<file path="src/rtl/text_cell_scheduler.sv">
// text_cell_scheduler: walks one text row of the character buffer, fetching
// cell words {char, fg, bg} into a 2-entry prefetch buffer that feeds the
// 8x8 glyph blender one pixel per enabled clock.
// Optional build macro CURSOR_BLINK_EN adds a blinking cursor (fg/bg swap).
//
// state | meaning
// IDLE  | no line in progress, or line fully fetched and drained
// FETCH | issue one RAM read at row_base+fetch_col (stalls while a read is outstanding)
// WAIT  | read in flight, waiting for its data to land in the buffer
// HOLD  | buffer full or whole row fetched; waiting for a free slot / drain
module text_cell_scheduler #(
  parameter int COLS      = 80,
  parameter int ROWS      = 60,
  parameter int ADDR_W    = 13,
  parameter int BASE_ADDR = 0
) (
  input  logic              i_clk,
  input  logic              i_rst,
  input  logic              i_line_start,
  input  logic [9:0]        i_line_y,
  input  logic              i_pixel_en,
  output logic [ADDR_W-1:0] o_ram_addr,
  output logic              o_ram_rd,
  input  logic [31:0]       i_ram_data,
  input  logic              i_ram_valid,
  output logic [7:0]        o_char,
  output logic [2:0]        o_row,
  output logic [2:0]        o_column,
  output logic [11:0]       o_fg_color,
  output logic [11:0]       o_bg_color,
  output logic              o_pixel_valid,
  output logic              o_underrun,
  input  logic              i_clear_underrun
`ifdef CURSOR_BLINK_EN
  ,
  input  logic [6:0]        i_cursor_col,
  input  logic [5:0]        i_cursor_row,
  input  logic              i_frame_start
`endif
);

  localparam int            CW     = $clog2(COLS + 1);
  localparam logic [CW-1:0] COLS_L = CW'(COLS);
  localparam logic [6:0]    ROWS_L = 7'(ROWS);

  typedef enum logic [1:0] {S_IDLE, S_FETCH, S_WAIT, S_HOLD} state_t;

  state_t            state_q, state_d;
  logic [CW-1:0]     fetch_col_q, fetch_col_d;
  logic [CW-1:0]     disp_col_q, disp_col_d;
  logic [2:0]        column_q, column_d;
  logic [2:0]        row_q, row_d;
  logic [ADDR_W-1:0] row_base_q, row_base_d;
  logic              line_active_q, line_active_d;
  logic [31:0]       buf_q [2];
  logic [31:0]       buf_d [2];
  logic              head_q, head_d;
  logic [1:0]        count_q, count_d;
  logic [31:0]       rdata_q, rdata_d;
  logic              rvalid_q, rvalid_d;
  logic              out_q, out_d;      // a read is outstanding at the RAM
  logic              drop_q, drop_d;    // the outstanding read belongs to a dead line
  logic              underrun_q, underrun_d;
`ifdef CURSOR_BLINK_EN
  logic [6:0]        text_row_q, text_row_d;
  logic [4:0]        frame_q, frame_d;
`endif

  logic [6:0]        text_row_new;
  logic              pending_rd;
  logic              push, pop, advance;
  logic [31:0]       head_w;
  logic              cell_valid, swap;

  assign text_row_new = (i_line_y[9:3] >= ROWS_L) ? 7'd0 : i_line_y[9:3];
  assign o_ram_rd     = (state_q == S_FETCH) && !out_q;
  assign o_ram_addr   = row_base_q + ADDR_W'(fetch_col_q);
  // A read issued now, or one still waiting for its data, must be ignored
  // when it returns after a line restart or reset.
  assign pending_rd   = o_ram_rd || (out_q && !i_ram_valid);
  assign head_w       = buf_q[head_q];
  assign cell_valid   = line_active_q && (count_q != 2'd0);
  assign advance      = i_pixel_en && line_active_q;
  assign pop          = advance && (count_q != 2'd0) && (column_q == 3'd7);
  assign push         = rvalid_q;

`ifdef CURSOR_BLINK_EN
  assign swap = frame_q[4] && (32'(disp_col_q) == 32'(i_cursor_col)) &&
                (text_row_q == {1'b0, i_cursor_row});
`else
  assign swap = 1'b0;
`endif

  // Next-state: fetch FSM, prefetch buffer, pixel walk, drop tracking
  always_comb begin
    state_d       = state_q;
    fetch_col_d   = fetch_col_q;
    disp_col_d    = disp_col_q;
    column_d      = column_q;
    row_d         = row_q;
    row_base_d    = row_base_q;
    line_active_d = line_active_q;
    buf_d         = buf_q;
    head_d        = head_q;
    count_d       = count_q;
    rdata_d       = i_ram_data;
    rvalid_d      = i_ram_valid && !drop_q;
    out_d         = o_ram_rd ? 1'b1 : (i_ram_valid ? 1'b0 : out_q);
    drop_d        = i_ram_valid ? 1'b0 : drop_q;
    underrun_d    = (advance && (count_q == 2'd0)) ? 1'b1
                  : (i_clear_underrun ? 1'b0 : underrun_q);
`ifdef CURSOR_BLINK_EN
    text_row_d    = text_row_q;
    frame_d       = i_frame_start ? frame_q + 5'd1 : frame_q;
`endif

    if (push) buf_d[head_q ^ count_q[0]] = rdata_q;
    unique case ({push, pop})
      2'b10:   count_d = count_q + 2'd1;
      2'b01:   count_d = count_q - 2'd1;
      default: count_d = count_q;
    endcase
    if (pop) head_d = ~head_q;

    if (advance) column_d = column_q + 3'd1;
    if (pop) begin
      disp_col_d = disp_col_q + CW'(1);
      if (disp_col_q == COLS_L - CW'(1)) line_active_d = 1'b0;
    end

    unique case (state_q)
      S_IDLE: ;
      S_FETCH: begin
        if (o_ram_rd) begin
          fetch_col_d = fetch_col_q + CW'(1);
          state_d     = S_WAIT;
        end
      end
      S_WAIT: begin
        if (push) begin
          if ((count_d < 2'd2) && (fetch_col_q < COLS_L)) state_d = S_FETCH;
          else                                            state_d = S_HOLD;
        end
      end
      S_HOLD: begin
        if ((fetch_col_q < COLS_L) && (count_q < 2'd2))        state_d = S_FETCH;
        else if ((fetch_col_q == COLS_L) && (count_q == 2'd0)) state_d = S_IDLE;
      end
      default: state_d = S_IDLE;
    endcase

    if (i_line_start) begin
      state_d       = S_FETCH;
      fetch_col_d   = '0;
      disp_col_d    = '0;
      column_d      = '0;
      row_d         = i_line_y[2:0];
      row_base_d    = ADDR_W'(BASE_ADDR) + ADDR_W'(32'(text_row_new) * COLS);
      line_active_d = 1'b1;
      head_d        = 1'b0;
      count_d       = 2'd0;
      rvalid_d      = 1'b0;
      out_d         = pending_rd;
      drop_d        = pending_rd;
`ifdef CURSOR_BLINK_EN
      text_row_d    = text_row_new;
`endif
    end
  end

  // State registers; reset keeps track of a read still owed by the RAM
  always_ff @(posedge i_clk) begin
    if (i_rst) begin
      state_q       <= S_IDLE;
      fetch_col_q   <= '0;
      disp_col_q    <= '0;
      column_q      <= '0;
      row_q         <= '0;
      row_base_q    <= '0;
      line_active_q <= 1'b0;
      buf_q         <= '{default: '0};
      head_q        <= 1'b0;
      count_q       <= 2'd0;
      rdata_q       <= '0;
      rvalid_q      <= 1'b0;
      out_q         <= pending_rd;
      drop_q        <= pending_rd;
      underrun_q    <= 1'b0;
`ifdef CURSOR_BLINK_EN
      text_row_q    <= '0;
      frame_q       <= '0;
`endif
    end else begin
      state_q       <= state_d;
      fetch_col_q   <= fetch_col_d;
      disp_col_q    <= disp_col_d;
      column_q      <= column_d;
      row_q         <= row_d;
      row_base_q    <= row_base_d;
      line_active_q <= line_active_d;
      buf_q         <= buf_d;
      head_q        <= head_d;
      count_q       <= count_d;
      rdata_q       <= rdata_d;
      rvalid_q      <= rvalid_d;
      out_q         <= out_d;
      drop_q        <= drop_d;
      underrun_q    <= underrun_d;
`ifdef CURSOR_BLINK_EN
      text_row_q    <= text_row_d;
      frame_q       <= frame_d;
`endif
    end
  end

  // Cell outputs: blank when no cell is held, optional cursor color swap
  always_comb begin
    o_char     = '0;
    o_fg_color = '0;
    o_bg_color = '0;
    if (cell_valid) begin
      o_char = head_w[31:24];
      if (swap) begin
        o_fg_color = head_w[11:0];
        o_bg_color = head_w[23:12];
      end else begin
        o_fg_color = head_w[23:12];
        o_bg_color = head_w[11:0];
      end
    end
  end

  assign o_row         = row_q;
  assign o_column      = column_q;
  assign o_pixel_valid = cell_valid;
  assign o_underrun    = underrun_q;

endmodule
</file>
<file path="config.mk">
export PLATFORM = sky130hd
export DESIGN_NAME = text_cell_scheduler
export DESIGN_NICKNAME = d
export VERILOG_FILES = /design/src/rtl/text_cell_scheduler.sv
export SDC_FILE = /design/constraint.sdc
export NUM_CORES = 1
export LEC_CHECK = 0
export ABC_AREA = 1
export BUFFER_PORTS_ARGS = -buffer_cell sky130_fd_sc_hd__buf_4
export CORE_AREA = 5 5 137 139
export DETAILED_ROUTE_END_ITERATION = 10
export DIE_AREA = 0 0 142 144
export GPL_TIMING_DRIVEN = 0
export HOLD_SLACK_MARGIN = 0.12
export PLACE_DENSITY_LB_ADDON = 0.15
export SLEW_MARGIN = 20
export SYNTH_ARGS = -nofsm -noshare
export SYNTH_HDL_FRONTEND = slang
export SYNTH_SLANG_ARGS = --single-unit
</file>
<file path="constraint.sdc">
create_clock -name i_clk -period 4.08 [get_ports i_clk]
set_clock_uncertainty 0.1 [all_clocks]
set_input_delay 0.408 -clock i_clk [delete_from_list [all_inputs] [get_ports i_clk]]
set_output_delay 0.408 -clock i_clk [all_outputs]
set_load 0.01 [all_outputs]
</file>
==> flow_metrics.env <==
export IMPL_outcome="completed"
export IMPL_first_iter_violations=171
export IMPL_yosys_cell_count_top_type="inv_1"
export IMPL_cts_root_buf="clkbuf_16"
export IMPL_startpoint_type="flip-flop"
export IMPL_grt_max_degree=17
export IMPL_die_h_um=144
export IMPL_peakVddDrop_mv=0.2829
export IMPL_synthAdderAreaFrac_pct=4.529
export IMPL_place_ws_ns=1.444
export IMPL_grt_pass1_vias=5151
export IMPL_finalHoldViolCount=0
export IMPL_setup_violations_final=0
export IMPL_grt_pass1_wl_mm=25.50
export IMPL_post_cts_buffers=0
export IMPL_design_portCount=102
export IMPL_antenna_found_initial=0
export IMPL_place_gp_congestion=0.8220
export IMPL_grt_ovfl_total=0
export IMPL_port_buffers=100
export IMPL_numCtsBuffers=17
export IMPL_ant_nets=0
export IMPL_final_net_count=1044
export IMPL_yosysUniqueCellTypes=41
export IMPL_post_drt_wl_per_cell_um=12.63
export IMPL_synth_xor_area_share_pct=1.428
export IMPL_critPathRequiredTime_ns=3.57
export IMPL_finalCriticalPeriod_ns=2.966
export IMPL_start_util_pct=34.98
export IMPL_routed_wl_mm=15.36
export IMPL_p_per_area_nw_per_um2=386.8
export IMPL_max_freq_mhz=337.2
export IMPL_max_cap_viol_count=0
export IMPL_synth_simple_area_share_pct=16.52
export IMPL_die_w_um=142
export IMPL_min_period_over_period_pct=72.69
export IMPL_rsz0062_at_grt="false"
export IMPL_ys_flop_type="dfxtp_1"
export IMPL_worstPathMaxFanout=7
export IMPL_yosysSeqAreaShare_pct=44.39
export IMPL_drc=0
export IMPL_synth_nets=892
export IMPL_dp_final_hpwl_mm=10.95
export IMPL_syn_inst=823
export IMPL_detail_route_first_pass_iterations=4
export IMPL_hold_path_class="in -> reg"
export IMPL_synth_compound_area_share_pct=17.61
export IMPL_viasPerCell=4.424
export IMPL_synthTopCellsByArea="dfxtp_1 43%, inv_1 11%, nand2_1 7.3%, a21oi_1 7.2%, o21ai_0 5.4%"
export IMPL_crit_type="reg -> out"
export IMPL_synth_async_reset_ratio_pct=0
export IMPL_die_area_um2=20450
export IMPL_end_kind="output pin"
export IMPL_synth_top_family_by_area="compound AO/OA/AOI/OAI gates"
export IMPL_numClockSinks=135
export IMPL_grt_use_total_pct=15.70
export IMPL_synth_commonest_cells="176 x inv_1, 133 x dfxtp_1, 119 x nand2_1"
export IMPL_synth_edff_count=2
export IMPL_clockBufferDepth=2
export IMPL_finish_utilization_pct=45.94
export IMPL_syn_area_um2=6133
export IMPL_synthMuxAreaShare_pct=0
export IMPL_cts_htree_levels=4
export IMPL_area_delta_synth_final_pct=31.33
export IMPL_antennaDiodeCount=0
export IMPL_fin_setup_tns_ns=0
export IMPL_cp_arrival_ns=2.46
export IMPL_yosys_area_top_type="dfxtp_1"
export IMPL_yosysWarnings=0
export IMPL_core_area_um2=17530
export IMPL_ys_ff_latch=135
export IMPL_timing_final_ws_setup_ns=1.114
export IMPL_syn_avg_cell_area_um2=7.452
export IMPL_slew_violations=0
export IMPL_rows=49
export IMPL_p_leak_nw=3.769
export IMPL_vias=5380
export IMPL_clk_pin_slew_ns=0.06
export IMPL_drive_above_1_share_pct=19.05
export IMPL_slew_headroom_pct=63.27
export IMPL_tightest_slew_ns=0.5510
export IMPL_cts_tree="done"
export IMPL_clkLatencyLatePin_ns=0.42
export IMPL_post_cts_resize_count=0
export IMPL_yosys_area_top_type_share_pct=43.41
registers in the layout (all words and copies together) (netlist names):
name / cells
head_q: 1
buf_q: 64
row_base_q: 9
rdata_q: 32
o_column: 3
fetch_col_q: 7
o_row: 3
line_active_q: 1
state_q: 2
out_q: 1
drop_q: 1
disp_col_q: 7
push: 1
o_underrun: 1
count_q: 2
cells in the final DEF, fill, tap and decap left out, types with 2 or more instances in the layout:
master / count
a21oi_1: 88
inv_2: 3
or2_2: 3
buf_2: 16
nor2_4: 2
clkbuf_1: 11
nor2_1: 53
inv_1: 176
nand4_1: 4
nor3_1: 6
clkinv_2: 2
fa_1: 2
o21ai_0: 66
clkbuf_16: 17
nand3_1: 28
inv_6: 2
xor2_1: 7
dlygate4sd3_1: 33
o21ai_1: 42
dfxtp_1: 133
nand3_4: 2
edfxtp_1: 2
clkinv_4: 2
buf_4: 107
ha_1: 19
xnor2_1: 3
nand2_1: 119
o21ai_2: 6
buf_6: 9
clkinvlp_4: 5
cells by family after synthesis:
family                     after synthesis
DFF                                    135
buffers and inverters                  222
other                                    1
and+or+nand+nor                        226
xor gates and xnor gates                10
adders and majority gates               21
AOI/OAI and AO/OA                      208
report_power, final:
group | switching (mW) | internal, mW | total [mW] | leakage, nW
Sequential | 0.0258 | 1.37 | 1.40 | 1.11
Combinational | 0.145 | 0.130 | 0.275 | 2.40
Clock | 0.600 | 0.841 | 1.44 | 0.257
Total | 0.771 | 2.35 | 3.12 | 3.77
worst paths after layout:
| kind | to | slack (ns) | cells after the start | startpoint |
|---|---|---|---|---|
| max | o_ram_addr[12] | 1.11 | 8 | fetch_col_q[4] |
| min | o_underrun | 0.14 | 4 | i_clear_underrun |
| max reg2reg | state_q[1] | 1.96 | 11 | o_column[0] |
| min reg2reg | push | 0.34 | 1 | drop_q |
what timing repair did:
| item | in CTS | in global routing |
|---|---|---|
| hold buffers | 33 | 0 |
| hold endpoints to repair | 33 | 0 |
| setup endpoints to repair | 0 | 0 |
layer usage:
metal / wire, um / GRT usage [%]
met1: 7522 / 21.18
met5: 0 / 0
met3: 622 / 3.208
met2: 6995 / 25.07
met4: 216 / 5.556
worst max-delay path: stages, from the launching register on:
cell and delay [ns]:
dfxtp_1 0.46, ha_1 0.21, inv_1 0.05, fa_1 0.40, o21ai_1 0.19, nand3_1 0.13
nor3_1 0.21, xor2_1 0.22, buf_4 0.16
cell type report:
cell class / instances / area (um^2)
multi-input cells: 466 / 2462
inverters: 180 / 676.9
clock buffers: 18 / 429.2
fillers: 1834 / 9479
flip-flops and latches: 135 / 2723
repair buffers: 133 / 1081
plain buffers: 42 / 271.5
well taps: 229 / 286.5
clock inverters: 13 / 125.1
metrics by stage:
step / area [um^2] / total power [mW] / hold WS [ns] / std cells
floorplan: 6133 / 1.578 / 0.2902 / 823
global placement: 7171 / 1.680 / 0.3190 / 1152
detailed placement: 7171 / 1.682 / 0.3228 / 1152
CTS: 8055 / 3.156 / 0.1308 / 1216
global route: 8055 / 3.263 / 0.1457 / 1216
finish: 8055 / 3.116 / 0.1395 / 1216
No activity file was read; power rests on OpenSTA's default activity.
